`config.mk`:
```
export PLATFORM = sky130hd
export DESIGN_NAME = mem_bus_ctrl
export DESIGN_NICKNAME = d
export VERILOG_FILES = /design/src/rtl/mem_bus_ctrl_pkg.sv /design/src/rtl/mem_bus_ctrl_cs_decoder.sv /design/src/rtl/mem_bus_ctrl.sv
export SDC_FILE = /design/constraint.sdc
export NUM_CORES = 1
export LEC_CHECK = 0
export ABC_AREA = 1
export BUFFER_PORTS_ARGS = -buffer_cell sky130_fd_sc_hd__buf_2
export CELL_PAD_IN_SITES_DETAIL_PLACEMENT = 0
export CELL_PAD_IN_SITES_GLOBAL_PLACEMENT = 1
export CORE_ASPECT_RATIO = 0.5
export CORE_UTILIZATION = 40
export DETAILED_ROUTE_END_ITERATION = 6
export PLACE_DENSITY_LB_ADDON = 0.1
export REMOVE_ABC_BUFFERS = 1
export SYNTH_ARGS = -nofsm -noshare
export SYNTH_HDL_FRONTEND = slang
export SYNTH_SLANG_ARGS = --single-unit
```
`constraint.sdc`:
```
create_clock -name clk -period 1.8 [get_ports clk]
set_clock_uncertainty 0.1 [all_clocks]
set_input_delay 0.27 -clock clk [delete_from_list [all_inputs] [get_ports clk]]
set_output_delay 0.27 -clock clk [all_outputs]
set_load 0.02 [all_outputs]
```
`src/rtl/mem_bus_ctrl_pkg.sv`:
```
// mem_bus_ctrl_pkg: shared types for the local-bus cycle controller.
// Bus states are one-hot; S_* give each state's bit position.
package mem_bus_ctrl_pkg;

  localparam int S_T1 = 0;
  localparam int S_T2 = 1;
  localparam int S_TW = 2;
  localparam int S_T3 = 3;
  localparam int S_T4 = 4;

  typedef enum logic [4:0] {
    T1 = 5'b00001,
    T2 = 5'b00010,
    TW = 5'b00100,
    T3 = 5'b01000,
    T4 = 5'b10000
  } state_t;

  typedef enum logic {
    DIR_READ  = 1'b0,
    DIR_WRITE = 1'b1
  } dir_t;

  localparam logic DEF_VALID_IOM = 1'b0;

endpackage

```
`src/rtl/mem_bus_ctrl_cs_decoder.sv`:
```
// cs_decoder: turns the chip-select vector into a bank index.
// It also flags exactly-one and more-than-one selects.
module cs_decoder
  import mem_bus_ctrl_pkg::*;
#(
  parameter int N_BANKS = 4,
  localparam int BW = $clog2(N_BANKS),
  localparam int CW = $clog2(N_BANKS + 1)
) (
  input  logic [N_BANKS-1:0] cs,
  output logic [BW-1:0]      idx,
  output logic               onehot_ok,
  output logic               multi
);

  logic [CW-1:0] cnt;

  // Count set bits and keep the index of the last one found
  always_comb begin
    cnt = '0;
    idx = '0;
    for (int i = 0; i < N_BANKS; i++) begin
      if (cs[i]) begin
        cnt = cnt + CW'(1);
        idx = BW'(i);
      end
    end
  end

  assign onehot_ok = (cnt == CW'(1));
  assign multi     = (cnt >  CW'(1));

endmodule

```
`src/rtl/mem_bus_ctrl.sv`:
```
// mem_bus_ctrl: T1/T2/TW/T3/T4 bus-cycle controller with bank strobes.
// Define BUS_TIMEOUT_EN to add the T3 ready timeout and timeout_err.
module mem_bus_ctrl
  import mem_bus_ctrl_pkg::*;
#(
  parameter int   N_BANKS        = 4,
  parameter int   WAIT_STATES    = 2,
  parameter logic VALID_IOM      = DEF_VALID_IOM,
  parameter int   TIMEOUT_CYCLES = 64
) (
  input  logic               clk,
  input  logic               rst_n,
  input  logic               iom,
  input  logic               rd_n,
  input  logic               wr_n,
  input  logic               ale,
  input  logic [N_BANKS-1:0] cs,
  input  logic               ready,
  output logic [N_BANKS-1:0] oe_n,
  output logic [N_BANKS-1:0] wd_n,
  output logic               load_address,
  output logic               busy,
`ifdef BUS_TIMEOUT_EN
  output logic               timeout_err,
`endif
  output logic               bank_err
);

  localparam int BW = $clog2(N_BANKS);

  localparam logic [3:0] WS_INIT =
    (WAIT_STATES > 0) ? 4'(WAIT_STATES - 1) : 4'd0;

`ifdef BUS_TIMEOUT_EN
  localparam int TCW = $clog2(TIMEOUT_CYCLES + 1);
  localparam logic [TCW-1:0] T_LAST = TCW'(TIMEOUT_CYCLES - 1);
  logic [TCW-1:0] tcnt;
`endif

  state_t          state;
  dir_t            dir;
  logic [BW-1:0]   bank;
  logic [3:0]      wcnt;

  logic [BW-1:0]      dec_idx;
  logic               dec_ok;
  logic               dec_multi;
  logic               qual;
  logic               start;
  logic [N_BANKS-1:0] bank_sel;
  logic [N_BANKS-1:0] oe_hold;
  logic [N_BANKS-1:0] wd_hold;

  cs_decoder #(
    .N_BANKS (N_BANKS)
  ) u_dec (
    .cs        (cs),
    .idx       (dec_idx),
    .onehot_ok (dec_ok),
    .multi     (dec_multi)
  );

  assign qual     = ale && (iom == VALID_IOM);
  assign start    = qual && dec_ok;
  assign bank_sel = N_BANKS'(1) << bank;
  assign oe_hold  = (dir == DIR_READ)  ? ~bank_sel : '1;
  assign wd_hold  = (dir == DIR_WRITE) ? ~bank_sel : '1;

  // Bus FSM; strobes and flags are registered with the state
  always_ff @(posedge clk or negedge rst_n) begin
    if (!rst_n) begin
      state        <= T1;
      dir          <= DIR_READ;
      bank         <= '0;
      wcnt         <= '0;
      oe_n         <= '1;
      wd_n         <= '1;
      load_address <= 1'b0;
      busy         <= 1'b0;
      bank_err     <= 1'b0;
`ifdef BUS_TIMEOUT_EN
      tcnt         <= '0;
      timeout_err  <= 1'b0;
`endif
    end else begin
      load_address <= 1'b0;
      bank_err     <= 1'b0;
`ifdef BUS_TIMEOUT_EN
      timeout_err  <= 1'b0;
`endif
      unique case (1'b1)
        state[S_T1]: begin
          if (start) begin
            state        <= T2;
            bank         <= dec_idx;
            load_address <= 1'b1;
            busy         <= 1'b1;
          end else if (qual && dec_multi) begin
            bank_err <= 1'b1;
          end
        end
        state[S_T2]: begin
          if (!rd_n || !wr_n) begin
            dir  <= rd_n ? DIR_WRITE : DIR_READ;
            oe_n <= rd_n ? '1 : ~bank_sel;
            wd_n <= rd_n ? ~bank_sel : '1;
`ifdef BUS_TIMEOUT_EN
            tcnt <= '0;
`endif
            if (WAIT_STATES > 0) begin
              state <= TW;
              wcnt  <= WS_INIT;
            end else begin
              state <= T3;
            end
          end
        end
        state[S_TW]: begin
          oe_n <= oe_hold;
          wd_n <= wd_hold;
          if (wcnt == 4'd0) begin
            state <= T3;
`ifdef BUS_TIMEOUT_EN
            tcnt  <= '0;
`endif
          end else begin
            wcnt <= wcnt - 4'd1;
          end
        end
        state[S_T3]: begin
          if (ready) begin
            state <= T4;
            oe_n  <= '1;
            wd_n  <= '1;
`ifdef BUS_TIMEOUT_EN
          end else if (tcnt == T_LAST) begin
            state       <= T4;
            oe_n        <= '1;
            wd_n        <= '1;
            timeout_err <= 1'b1;
          end else begin
            tcnt <= tcnt + TCW'(1);
            oe_n <= oe_hold;
            wd_n <= wd_hold;
`else
          end else begin
            oe_n <= oe_hold;
            wd_n <= wd_hold;
`endif
          end
        end
        state[S_T4]: begin
          state <= T1;
          busy  <= 1'b0;
          oe_n  <= '1;
          wd_n  <= '1;
        end
        default: begin
          state <= T1;
          busy  <= 1'b0;
          oe_n  <= '1;
          wd_n  <= '1;
        end
      endcase
    end
  end

endmodule

```
## After elaboration in Yosys (flattened, before gate mapping)

Cells that the tools add are included.

| operators by class | value |
|---|---|
| add/subtract/negate cells | 4 |
| order comparisons | 1 |
| eq/ne operators | 4 |
| shifts and indexed selects | 1 |
| mux-type cells | 33 |
| bitwise gates (word level) | 4 |
| reductions and logical operators | 14 |

Operator list:

| cell | count |
|---|---|
| 2-to-1 mux 4 bit | 12 |
| case mux 4 bit (4 select lines) | 3 |
| 2-to-1 mux 3 bit | 4 |
| 2-to-1 mux 1 bit | 9 |
| case mux 4 bit (2 select lines) | 1 |
| AND reduction 2 bit | 4 |
| adder 3 x 1 -> 3 bit, second input constant | 2 |
| 2-to-1 mux 2 bit | 3 |
| logical NOT 4 bit | 1 |
| != test 2 x 1 -> 1 bit, second input constant | 2 |
| NOT 4 bit | 1 |
| left shift 1 x 2 -> 4 bit, first input constant | 1 |
| subtractor 4 x 1 -> 4 bit, second input constant | 1 |
| equality test 3 x 1 -> 1 bit, second input constant | 1 |
| greater-than comparator 3 x 1 -> 1 bit, second input constant | 1 |
| logical AND 1 bit | 3 |
| NOT 1 bit | 3 |
| AND reduction 3 bit | 1 |
| OR reduction 3 bit | 1 |
| adder 1 x 1 -> 2 bit, second input constant | 1 |
| logical NOT 1 bit | 2 |
| != test 2 bit, second input constant | 1 |
| case mux 1 bit (2 select lines) | 1 |
| nonzero test 2 bit | 1 |
| logical OR 1 bit | 1 |

| storage, ports and cells | value |
|---|---|
| register bits | 22 |
| input bits | 11 |
| output and inout port bits | 11 |

## Depth between registers and ports, before layout

| depth | value |
|---|---|
| depth after elaboration | 12 |
| gate-level depth with buffers | 15 |
| depth with buffers taken out | 15 |

## By module

From an unflattened synthesis, not the netlist that was laid out.

| unflattened totals | value |
|---|---|
| cell total of the unflattened synthesis | 190 |
| area, all modules | 1422.6 sq um |

Modules (own cells, without submodules):

| module | instances | cells each | area each (sq um) | seq. area each (sq um) |
|---|---|---|---|---|
| mem_bus_ctrl | 1 | 157 | 1249.9 | 561.8 |
| cs_decoder | 1 | 33 | 172.7 | 0.0 |

## Worst setup path after synthesis

OpenSTA, ideal clock, no wires.

| timing | value |
|---|---|
| path kind | input to register |
| start point | input cs[0] |
| end point | register bank[0] |
| library setup time | 120 ps |
| arrival time | 1607 ps |
| slack | -27 ps |
| stages | 12 |
| path buffers | 0 |
| path through | inv_1 > ha_1 > inv_1 > nand2_2 > nand2_2 > inv_1 > ha_1 > or2_1 > nand2_2 > nand2_4 > o21ai_1 > nand2_1 |

| on the way | value |
|---|---|
| cells in the longest elaborated chain, start to end | 10 |

RTL lines:

| what | line | text |
|---|---|---|
| from (decl) | mem_bus_ctrl.sv:17 | `input logic [N_BANKS-1:0] cs,` |
| 2-to-1 mux 1 bit (*) | mem_bus_ctrl_cs_decoder.sv:23 | `if (cs[i]) begin` |
| adder 1 x 1 -> 2 bit | mem_bus_ctrl_cs_decoder.sv:24 | `cnt = cnt + CW'(1);` |
| 2-to-1 mux 3 bit (*) | mem_bus_ctrl_cs_decoder.sv:23 |  |
| adder 3 x 1 -> 3 bit | mem_bus_ctrl_cs_decoder.sv:24 |  |
| 2-to-1 mux 3 bit (*) | mem_bus_ctrl_cs_decoder.sv:23 |  |
| adder 3 x 1 -> 3 bit | mem_bus_ctrl_cs_decoder.sv:24 |  |
| 2-to-1 mux 3 bit (*) | mem_bus_ctrl_cs_decoder.sv:23 |  |
| equality test 3 x 1 -> 1 bit (*) | mem_bus_ctrl_cs_decoder.sv:30 | `assign onehot_ok = (cnt == CW'(1));` |
| logical AND 1 bit (*) | mem_bus_ctrl.sv:64 | `assign start = qual && dec_ok;` |
| AND reduction 2 bit (no source line) (*) | n/a |  |
| to (signal assigned) | mem_bus_ctrl.sv:95 | `bank <= dec_idx;` |
| to (decl) | mem_bus_ctrl.sv:42 | `logic [BW-1:0] bank;` |

Mark *: on every way between the ends. The rest lies on a longest branch, timed or not.
A chain may end at the register's enable or synchronous reset.

## Final worst setup path

| timing | value |
|---|---|
| start point | input cs[1] |
| end point | register bank[1] |

| on the way | value |
|---|---|
| cells in the longest elaborated chain, start to end | 8 |

RTL lines:

| what | line |
|---|---|
| 2-to-1 mux 3 bit (*) | mem_bus_ctrl_cs_decoder.sv:23 |
| adder 3 x 1 -> 3 bit | mem_bus_ctrl_cs_decoder.sv:24 |
| 2-to-1 mux 3 bit (*) | mem_bus_ctrl_cs_decoder.sv:23 |
| adder 3 x 1 -> 3 bit | mem_bus_ctrl_cs_decoder.sv:24 |
| 2-to-1 mux 3 bit (*) | mem_bus_ctrl_cs_decoder.sv:23 |
| equality test 3 x 1 -> 1 bit (*) | mem_bus_ctrl_cs_decoder.sv:30 |
| logical AND 1 bit (*) | mem_bus_ctrl.sv:64 |
| AND reduction 2 bit (no source line) (*) | n/a |

Marks and branches as above.

==> run metrics <==
final setup vio count 0; Die Wd roughly 82 um; gr usage total around 17%; mapped cell area 0.00129 mm2; vias in the first global route 972; fin cells 229; H-Tree Depth 1; Synth area leaders dfrtp_1, dfstp_2, nand2_1, o21ai_0, inv_1; power per cell area 1390 mW/mm2; most common cell in the synthesized netlist nand2_1; mux cell area share after synthesis 0%; Startpoint Class input pin; Synth Area per Inst 7.95 um2; global-route wire length before repair 4350 um; TritonCTS Buffers 3; fillers 322; hold slack 0.0921 ns; max-slew violation total from the final report 0; Synth Area in Adders 4.86%; post-layout util 50.0%; average routed wire per standard cell 10.9 um; FF-to-FF setup slack between 0.3 and 0.4 ns; ANT nets after route 0; drt first pass iters 6; cell leakage power 0.737 nW; asr flop ratio synth 100%; GP Congestion between 0.7 and 0.8; Nets 206; Worst Hold End state[3]$_DFF_PN0_; Hold WC Path Type in -> reg; Clock Latency Late Sink 0.26 ns; maxcap violations 0; largest family of logic cells by synthesized area simple AND/OR/NAND/NOR gates; IO Pins 22; Synth warnings 0; Max clock buf depth 2; n_diodes 0; outcome completed; Seq/Total Area, Yosys 43.6%; Distinct cells, synth 26; Final HPWL DP slightly below 2000 um; Rows 14; Via Count 1079; HP Start ready; most frequent cells after synthesis nand2_1, inv_1, o21ai_0, dfrtp_1, nor2_1; post-synth top area share 25.3%; pin count of the biggest net entering global routing 23; flops & latches, synth 22; Sink Count 22; Critical Path Fanout Max 4; CP required approximately 1.9 ns; Post-Synthesis Cells between 150 and 200; Setup CP Type in -> reg; RR Startpoint wcnt[0]$_DFFE_PN0P_; number of synthesized flops with an enable pin 0; fraction of the mapped netlist area in simple logic gates about a quarter; GR Overflow Total 0; xor and xnor area share after synthesis 0%; worst-margin pin slew 0.496 ns; Fin Setup TNS 0 ns; Final period util 91.2%; Area Growth Syn to Fin 17.6%; buffer count from post-CTS setup fixing 0; Cells after DPL 224; share of cells above drive strength 1 30.2%; CTS tree built; r2r endpoint wcnt[3]$_DFFE_PN0P_; Max-slew headroom 66.9%; RSZ-0062 raised after global routing false; biggest area consumer among synthesized cells dfrtp_1; Max rail drop VDD 0.000616 V; Worst-path clk slew approximately 0.08 ns; Root Driver clkbuf_8; port bufs 21; CP endpoint kind flip-flop; final WL 2490 um; Crit path arrival time approximately 1.7 ns; DIE HEIGHT 42.1 um; Core Area 0.00303 mm2; Hold Path Cell Cnt 2; die area approximately 0.0035 mm2; prevailing post-synth register cell dfrtp_1; Vias/cell 4.71; final hold violation count 0; initial antenna violation count 0; Synth Area in Compound Gates roughly 16%; FF-to-FF path depth 8; DRT iter0 DRCs 62; DRC 0; min Tclk post-route 1.64 ns; fmax just over 0.6 GHz; Initial Util 42.5%
-- critical path: stages --
cell,delay [ns]
buf_2,0.09
inv_2,0.04
ha_4,0.26
nand2_1,0.07
nand2_2,0.08
inv_1,0.04
ha_1,0.25
or2_1,0.23
nand2_2,0.10
nand2_4,0.08
o21ai_1,0.13
nand2_1,0.06
-- metrics by stage --
| stage | cell area, um2 | power (W) | setup WS, ns |
|---|---|---|---|
| floorplan | 1280 | 0.00154 | -0.0274 |
| global placement | 1450 | 0.00179 | -0.174 |
| detailed placement | 1450 | 0.00182 | -0.214 |
| CTS | 1500 | 0.00214 | 0.0735 |
| global route | 1510 | 0.00230 | 0.0248 |
| finish | 1510 | 0.00211 | 0.159 |
-- kinds of logic after synthesis --
family / after synthesis
AOI/OAI and AO/OA: 38
DFF: 22
and+or+nand+nor: 67
buffers and inverters: 30
adders and majority gates: 5
-- area by class of cell --
type / instances / area, um2 / share of cell area, %
tap: 40 / 50.0 / 3.31
inverter: 29 / 109 / 7.19
sequential: 22 / 562 / 37.1
multi-input combinational: 110 / 618 / 40.8
clock buffer: 4 / 45.0 / 2.98
timing repair buffer: 24 / 130 / 8.60
-- routing by layer --
| metal | vias up | GRT usage [%] | part of all wire (%) |
|---|---|---|---|
| li1 | 575 | - | - |
| met1 | 479 | 24.2 | 52 |
| met2 | 22 | 25.3 | 43 |
| met3 | 3 | 5.22 | 4.1 |
| met4 | 0 | 4.21 | 0.48 |
| met5 | - | 0 | 0 |
-- what timing repair did --
item                       CTS  global route
hold endpoints to repair    13             0
hold buffers                 1             0
gates resized for setup      0             3
setup endpoints to repair    0             4
-- sequential cells by signal, summed over array words and instances, names as in the netlist, 2 cells and up --
name	flops
wcnt	4
oe_n	4
wd_n	4
state	4
bank	2
-- worst max path at each step --
stage	from	end	slack [ns]	cells after the start
6_report	cs[1]	bank[1]$_DFFE_PN0P_	0.16	12
5_1_grt	cs[0]	bank[0]$_DFFE_PN0P_	0.02	14
4_1_cts	cs[0]	bank[1]$_DFFE_PN0P_	0.07	13
3_5_place_dp	cs[0]	bank[1]$_DFFE_PN0P_	-0.21	13
3_3_place_gp	cs[0]	bank[1]$_DFFE_PN0P_	-0.17	13
2_1_floorplan	cs[0]	bank[0]$_DFFE_PN0P_	-0.03	12
-- power by group --
part	internal, W	switching, W	total, W
registers	0.000737	0.000128	0.000865
clock network	0.000158	0.000157	0.000315
logic	0.000325	0.000604	0.000929
-- cell usage in the layout (no fill, tap or decap), drive strengths merged --
cell	n
dlygate4sd3	1
dfrtp	13
o21ai	28
clkbuf	4
a31oi	6
a21oi	2
nand3	11
or2	2
buf	23
clkinv	1
nand2	38
o22ai	1
nand4	1
inv	28
nor2	15
dfstp	9
a21boi	1
ha	5
Power figures use the tool's default switching activity.
